File: config.mk
export PLATFORM = sky130hd
export DESIGN_NAME = seg_scan_ctrl
export DESIGN_NICKNAME = d
export VERILOG_FILES = /design/src/rtl/seg_scan_ctrl.sv
export SDC_FILE = /design/constraint.sdc
export NUM_CORES = 1
export LEC_CHECK = 0
export CORE_MARGIN = 10
export CORE_UTILIZATION = 40
export CTS_BUF_LIST = sky130_fd_sc_hd__clkbuf_16
export CTS_CLUSTER_SIZE = 24
export DETAILED_ROUTE_END_ITERATION = 8
export SYNTH_ARGS = -nofsm -noshare
export SYNTH_HDL_FRONTEND = slang
export SYNTH_SLANG_ARGS = --single-unit
File: constraint.sdc
create_clock -name clk -period 3 [get_ports clk]
set_input_delay 0.45 -clock clk [delete_from_list [all_inputs] [get_ports clk]]
set_output_delay 0.45 -clock clk [all_outputs]
set_load 0.03 [all_outputs]
File: src/rtl/seg_scan_ctrl.sv
// seg_scan_ctrl: captures two binary scores, converts each to BCD tens/ones by
// repeated subtraction of ten, and time-multiplexes the four digits onto the
// shared num bus with active-low anode enables lagging num by one clock.
module seg_scan_ctrl #(
    parameter int SCAN_DIV   = 50000,
    parameter bit BLANK_LEAD = 1'b1
) (
    input  logic       clk,
    input  logic       rst_n,
    input  logic [6:0] val_a,
    input  logic [6:0] val_b,
    input  logic       load,
    output logic       busy,
    output logic       done,
    output logic [3:0] num,
    output logic [3:0] an
);

    localparam int CW = (SCAN_DIV > 2) ? $clog2(SCAN_DIV) : 1;

    localparam logic [1:0] IDLE   = 2'd0;
    localparam logic [1:0] CONV_A = 2'd1;
    localparam logic [1:0] CONV_B = 2'd2;
    localparam logic [1:0] COMMIT = 2'd3;

    logic [1:0]    state;
    logic [6:0]    rem_a, rem_b;
    logic [3:0]    tens_a, ones_a, tens_b, ones_b;
    logic          ovf_a, ovf_b;

    logic [3:0]    disp_tens_a, disp_ones_a, disp_tens_b, disp_ones_b;
    logic          disp_ovf_a, disp_ovf_b;

    logic [CW-1:0] cnt;
    logic [1:0]    sel;
    logic [1:0]    sel_next;
    logic          tc;
    logic [3:0]    num_next;
    logic          blank;

    // Conversion FSM: capture, subtract tens out of A then B, then commit all
    // digits to the display registers in one edge so the scan never sees a
    // half-converted score.
    always_ff @(posedge clk or negedge rst_n) begin
        if (!rst_n) begin
            state       <= IDLE;
            busy        <= 1'b0;
            done        <= 1'b0;
            rem_a       <= '0;
            rem_b       <= '0;
            tens_a      <= '0;
            ones_a      <= '0;
            tens_b      <= '0;
            ones_b      <= '0;
            ovf_a       <= 1'b0;
            ovf_b       <= 1'b0;
            disp_tens_a <= '0;
            disp_ones_a <= '0;
            disp_tens_b <= '0;
            disp_ones_b <= '0;
            disp_ovf_a  <= 1'b0;
            disp_ovf_b  <= 1'b0;
        end else begin
            done <= 1'b0;
            case (state)
                IDLE: begin
                    if (load) begin
                        ovf_a  <= (val_a > 7'd99);
                        ovf_b  <= (val_b > 7'd99);
                        rem_a  <= (val_a > 7'd99) ? 7'd0 : val_a;
                        rem_b  <= (val_b > 7'd99) ? 7'd0 : val_b;
                        tens_a <= '0;
                        tens_b <= '0;
                        busy   <= 1'b1;
                        state  <= CONV_A;
                    end
                end
                CONV_A: begin
                    if (rem_a >= 7'd10) begin
                        rem_a  <= rem_a - 7'd10;
                        tens_a <= tens_a + 4'd1;
                    end else begin
                        ones_a <= rem_a[3:0];
                        state  <= CONV_B;
                    end
                end
                CONV_B: begin
                    if (rem_b >= 7'd10) begin
                        rem_b  <= rem_b - 7'd10;
                        tens_b <= tens_b + 4'd1;
                    end else begin
                        ones_b <= rem_b[3:0];
                        state  <= COMMIT;
                    end
                end
                default: begin
                    disp_tens_a <= tens_a;
                    disp_ones_a <= ones_a;
                    disp_tens_b <= tens_b;
                    disp_ones_b <= ones_b;
                    disp_ovf_a  <= ovf_a;
                    disp_ovf_b  <= ovf_b;
                    done        <= 1'b1;
                    busy        <= 1'b0;
                    state       <= IDLE;
                end
            endcase
        end
    end

    // Slot selection: num follows the slot that sel is about to hold, and the
    // blank decision looks at the slot sel holds now, which feeds the lagging anodes.
    always_comb begin
        tc       = (cnt == CW'(SCAN_DIV - 1));
        sel_next = tc ? (sel + 2'd1) : sel;
        case (sel_next)
            2'd0:    num_next = disp_ovf_b ? 4'hA : disp_ones_b;
            2'd1:    num_next = disp_ovf_b ? 4'hA : disp_tens_b;
            2'd2:    num_next = disp_ovf_a ? 4'hA : disp_ones_a;
            default: num_next = disp_ovf_a ? 4'hA : disp_tens_a;
        endcase
        case (sel)
            2'd1:    blank = BLANK_LEAD && !disp_ovf_b && (disp_tens_b == 4'd0);
            2'd3:    blank = BLANK_LEAD && !disp_ovf_a && (disp_tens_a == 4'd0);
            default: blank = 1'b0;
        endcase
    end

    // Scan prescaler, slot select, digit bus and anode drive.
    always_ff @(posedge clk or negedge rst_n) begin
        if (!rst_n) begin
            cnt <= '0;
            sel <= 2'd0;
            num <= 4'h0;
            an  <= 4'b1111;
        end else begin
            cnt <= tc ? '0 : (cnt + CW'(1));
            sel <= sel_next;
            num <= num_next;
            an  <= blank ? 4'b1111 : ~(4'b0001 << sel);
        end
    end

endmodule

After elaboration in Yosys (flattened, before gate mapping)
Cells that the tools add are included.
- add/sub/neg operators: 6
- $mul: 0
- divide/modulo/power cells: 0
- magnitude comparators: 4
- equal/unequal tests: 12
- shift-type cells: 1
- mux-type cells: 29
- bitwise operators: 4
- reduce and logical (&&, ||, !) cells: 19
- operators by type and width (operator ; number):
    2-to-1 mux 7 bit ; 6
    2-to-1 mux 4 bit ; 8
    one-hot mux 7 bit (2 select lines) ; 2
    adder 16 x 1 -> 16 bit (second input constant) ; 1
    equality test 16 bit (second input constant) ; 1
    2-to-1 mux 16 bit ; 1
    one-hot mux 4 bit (2 select lines) ; 2
    >= comparator 7 x 4 -> 1 bit (second input constant) ; 2
    > comparator 7 bit (second input constant) ; 2
    subtractor 7 x 4 -> 7 bit (second input constant) ; 2
    one-hot mux 4 bit (3 select lines) ; 1
    != test 2 bit (second input constant) ; 5
    AND reduction 3 bit ; 3
    adder 4 x 1 -> 4 bit (second input constant) ; 2
    logical NOT 4 bit ; 2
    2-to-1 mux 2 bit ; 4
    AND reduction 2 bit ; 4
    equality test 2 x 1 -> 1 bit (second input constant) ; 3
    equality test 2 bit (second input constant) ; 3
    one-hot mux 2 bit (3 select lines) ; 1
    logical NOT 2 bit ; 2
    NOT 4 bit ; 1
    one-hot mux 1 bit (2 select lines) ; 2
    nonzero test 2 bit ; 2
    8 further kinds ; 13
- bits in registers: 80
- latch bits: 0
- memory bits (writable): 0
- memory bits (read-only): 0
- bits of input ports: 17
- output and inout bits: 10
- word-level logic and storage cells: 96
- memories kept: 0

Longest topological paths before layout
- depth in word-level cells: 4
- depth in mapped cells: 9
- gate-level depth less buffers: 7

Least setup slack after synthesis
No wires, ideal clock.
- path kind: register to register
- from: register sel[0]
- to: register num[3]
- setup time: 0.138 ns
- arrival: 1.855 ns
- data required time: 2.862 ns
- slack: 1.007 ns
- stages on the path, launching flop included: 8
- buffers on the path: 1
- period minus slack after synthesis: 1.993 ns
- cells stage by stage: dfrtp_1 -> clkinv_1 -> ha_1 -> clkbuf_1 -> nand2_1 -> mux2_1 -> o32ai_1 -> a22oi_1
- longest elaborated chain between the ends: 4
- elaborated cells between the ends (all ways): 6
- those cells by class: add/sub (1); eq/ne (2); mux (2); reduce/logical (1)
- ends and longest elaborated chain (item ; RTL line ; text):
    from (decl) ; 35 ; logic [1:0] sel;
    from (signal assigned) ; 138 ; sel <= sel_next;
    adder 2 x 1 -> 2 bit ; 115 ; sel_next = tc ? (sel + 2'd1) : sel;
    2-to-1 mux 2 bit (*) ; 115 ;
    equality test 2 bit, or another cell as far along ; 116 ; case (sel_next)
    one-hot mux 4 bit (3 select lines) (*) ; 116 ;
    via num_next[3] ; 38 ; logic [3:0] num_next;
    to (signal assigned) ; 139 ; num <= num_next;
    to (decl) ; 15 ; output logic [3:0] num,
The timed path passes the listed nets; every way through them passes the cells marked *.
A chain may end at the register's enable or synchronous reset.

Final worst setup path
- from: register state[0]
- to: register rem_b[6]
- longest elaborated chain between the ends: 3
- elaborated cells between the ends (all ways): 7
- those cells by class: eq/ne (3); mux (1); reduce/logical (3)
- ends and longest elaborated chain (item ; RTL line ; text):
    from (decl) ; 26 ; logic [1:0] state;
    from (signal assigned) ; 46 ; state <= IDLE;
    from (signal assigned) ; 75 ; state <= CONV_A;
    from (signal assigned) ; 84 ; state <= CONV_B;
    equality test 2 bit / logical NOT 2 bit (equally long branches) ; 65 ; case (state)
    != test 2 bit (no source line) / nonzero test 2 bit (equally long branches) ; n/a ;
    AND reduction 3 bit (no source line) ; n/a ;
    to (signal assigned) ; 71 ; rem_b <= (val_b > 7'd99) ? 7'd0 : val_b;
    to (signal assigned) ; 89 ; rem_b <= rem_b - 7'd10;
    to (decl) ; 27 ; logic [6:0] rem_a, rem_b;
Parallel ways exist; a longest one is shown, timed or not.

==> reports/qor.csv <==
stage,metric,value,unit
outcome,status,"finished, final reports clean",
global_routing,overflow,0,
worst_setup_path,path_max_fanout,17,
die,ios,27,
timing,setup-tns-final,0,ns
synthesis,synth_xor_area_frac,0.0396,
die,die_h,120,µm
route,drt_iter0_drc,192,
synthesis,synth-compound-area-share,0.137,
clock_tree,clk_latency,0.33,ns
route,ant_nets,0,
clock_tree,ctsHoldBuffers,0,
worst_setup_path,start_kind,flip-flop,
synthesis,synthAdderAreaFrac,0.0408,
timing,hold_viol,0,
timing,hold_ws,0.265,ns
worst_setup_path,max_stage_delay,0.52,ns
die,rows,36,
worst_setup_path,worstSetupPathType,flip-flop to flip-flop,
synthesis,yosys.area_share.simple,0.169,
die,chipWidth,120,µm
synthesis,syn_inst,387,
timing,final.min_clock_period,2.36,ns
placement,routabilityCongestion,0.836,
cells_and_area,drive_gt1_frac,0.114,
placement,dp_hpwl,5590,µm
worst_setup_path,path_buf_inv,1,
power,powerDensity,926,nW/µm²
synthesis,yosysWarnings,0,
synthesis,synth_top_family_by_area,simple AND/OR/NAND/NOR gates,
synthesis,syn_nets,417,
die,dieArea,14300,µm²
global_routing,gr-usage-all-layers,0.117,
synthesis,synthesis.area,3980,µm²
cells_and_area,fillers,915,
clock_tree,clockRootBuffer,clkbuf_16,
worst_setup_path,critPathCaptureType,flip-flop,
cells_and_area,synthToLayoutAreaGrowth,16.9,%
global_routing,grt_pass1_wl,14100,µm
timing,slew-limit-headroom,0.336,
die,start_util,0.409,
worst_setup_path,cp_top_family,simple AND/OR/NAND/NOR gates,
clock_tree,cts_tree,done,
timing,maxSlewViolCount,0,
synthesis,async_flop_share,1.00,
route,num_vias,2866,
synthesis,synthMuxAreaShare,0.0754,
timing,fmax,424,MHz
route,routed_wirelength,7960,µm
route,route.detailed.drc,0,
route,viasPerCell,5.17,
synthesis,syn_avg_cell_area,10.3,µm²
power,total_leakage_power,2.01,nW
clock_tree,cts_setup_buffers,0,
global_routing,first_global_vias,2829,
global_routing,grt_max_degree,81,
clock_tree,ctsResizeCount,0,
timing,worstMarginPinSlew,0.996,ns
global_routing,antenna_found_initial,0,
route,routedWlPerCell,14.4,µm
clock_tree,clk_pin_slew,0.07,ns
synthesis,yosysSeqAreaShare,0.504,
cells_and_area,final_cell_mix,"dfrtp_1, nand2_1, nor2_1, o21ai_0, clkdlybuf4s50_1",
synthesis,ys.flop_type,dfrtp_1,
flow_run,maxCapViolCount,0,
synthesis,ys_ff_latch,80,
power,worst_ir_drop_vdd,657,µV
clock_tree,cts.sinks,80,
worst_setup_path,critPathSlowestCell,ha_1,
die,design.core.area,9730,µm²
timing,period_share,0.787,
cells_and_area,mostFrequentLayoutCell,dfrtp_1,
timing,skew,0.00890,ns
clock_tree,cts_buffer_depth,2,
cells_and_area,nNetsFinal,446,
clock_tree,cts-htree-levels,3,
timing,rsz0062_at_grt,no,
cells_and_area,insertedDiodeCount,0,
worst_hold_path,hold_class,input port to async pin,
synthesis,synth_edf_count,0,
worst_setup_path,crit_arrival,2.63,ns
route,first_pass_iters,4,
worst_setup_path,path_cells,"inv_1, ha_1, or2_2, nand2_1, a21o_1, or4_1, nand3_1",
timing,setup_viol,0,
worst_setup_path,required,3.27,ns
clock_tree,cts_made_buffers,9,
placement,port_buffers,26,
synthesis,synth_cell_types,58,
## cells in the mapped netlist (all sizes together) (3+ instances only)
| master | n | area share |
|---|---|---|
| o32ai | 3 | 0.0066 |
| dfrtp | 76 | 0.48 |
| nor2 | 35 | 0.033 |
| nand2 | 42 | 0.040 |
| a31oi | 3 | 0.0047 |
| nor3 | 13 | 0.016 |
| clkbuf | 7 | 0.0066 |
| a32oi | 3 | 0.0066 |
| nor2b | 5 | 0.0079 |
| a21oi | 20 | 0.025 |
| and4 | 4 | 0.0088 |
| a211oi | 3 | 0.0057 |
| nand3 | 7 | 0.0088 |
| xnor2 | 12 | 0.026 |
| xor2 | 6 | 0.013 |
| mux2i | 3 | 0.0075 |
| mux2 | 22 | 0.062 |
| dfstp | 4 | 0.026 |
| nand2b | 3 | 0.0047 |
| buf | 5 | 0.0082 |
| a22oi | 3 | 0.0057 |
| inv | 20 | 0.019 |
| nor4b | 5 | 0.016 |
| o21ai | 32 | 0.040 |
| ha | 13 | 0.041 |
## layer usage
metal	up-vias	GRT usage	share of wire
met5	-	0	0
met4	0	0.0415	0.0073
met3	4	0.0319	0.042
met2	59	0.174	0.45
met1	1352	0.160	0.50
li1	1451	-	-
## cell families after synthesis
kind of cell             after synthesis
AO/OA/AOI/OAI                         86
XOR/XNOR                              18
adder cells (fa/ha/maj)               13
buffers and inverters                 33
flip-flops                            80
multiplexers                          26
AND/OR/NAND/NOR                      131
## metrics by stage
step	power [mW]	util	instances	worst slack (ns)	instance area [µm²]
detailed placement	3.31	0.450	538	0.641	4380
CTS	4.35	0.479	554	0.626	4660
floorplan	2.87	-	387	1.01	3980
finish	4.31	0.479	554	0.640	4660
global placement	3.26	0.450	538	0.742	4380
global route	4.66	0.479	554	0.394	4660
## final timing paths
path / cells after the start / slack, ns / endpoint / from
max: 7 / 0.64 / rem_b[6]$_DFFE_PN0P_ / state[0]$_DFFE_PN0P_
min: 1 / 0.27 / cnt[13]$_DFF_PN0_ / rst_n
max reg2reg: 7 / 0.64 / rem_b[6]$_DFFE_PN0P_ / state[0]$_DFFE_PN0P_
min reg2reg: 1 / 0.45 / cnt[0]$_DFF_PN0_ / cnt[0]$_DFF_PN0_
max in group asynchronous: 1 / 2.07 / tens_a[1]$_DFFE_PN0P_ / rst_n
min in group clk: 1 / 0.45 / cnt[0]$_DFF_PN0_ / cnt[0]$_DFF_PN0_
## layout make-up
type / count / area [µm²] / area share
Clock buffer: 9 / 225 / 0.0484
Clock inverter: 7 / 53.8 / 0.0116
Inverter: 21 / 78.8 / 0.0169
Multi-Input combinational cell: 274 / 1840 / 0.395
Sequential cell: 80 / 2010 / 0.431
Tap cell: 133 / 166 / 0.0357
Timing Repair Buffer: 30 / 288 / 0.0618
## registers in the layout, summed over array words and instances, names as in the netlist, 2 cells and up
register / cells
disp_ones_b: 4
sel: 2
rem_b: 7
ones_a: 4
disp_ones_a: 4
tens_b: 4
tens_a: 4
disp_tens_b: 4
an: 4
rem_a: 7
ones_b: 4
disp_tens_a: 4
cnt: 16
num: 4
state: 2
## worst register-to-register path, cell delays in order, from the launching register on
cell and delay [ns]:
dfrtp_1 0.40, inv_1 0.11, ha_1 0.52, or2_2 0.22, nand2_1 0.17, a21o_1 0.31, or4_1 0.49, nand3_1 0.09
## power breakdown
group	switching [mW]	internal (mW)
clock network	0.451	0.567
logic	0.896	0.697
registers	0.283	1.42
total	1.63	2.68
(Power assumes the default switching activity.)
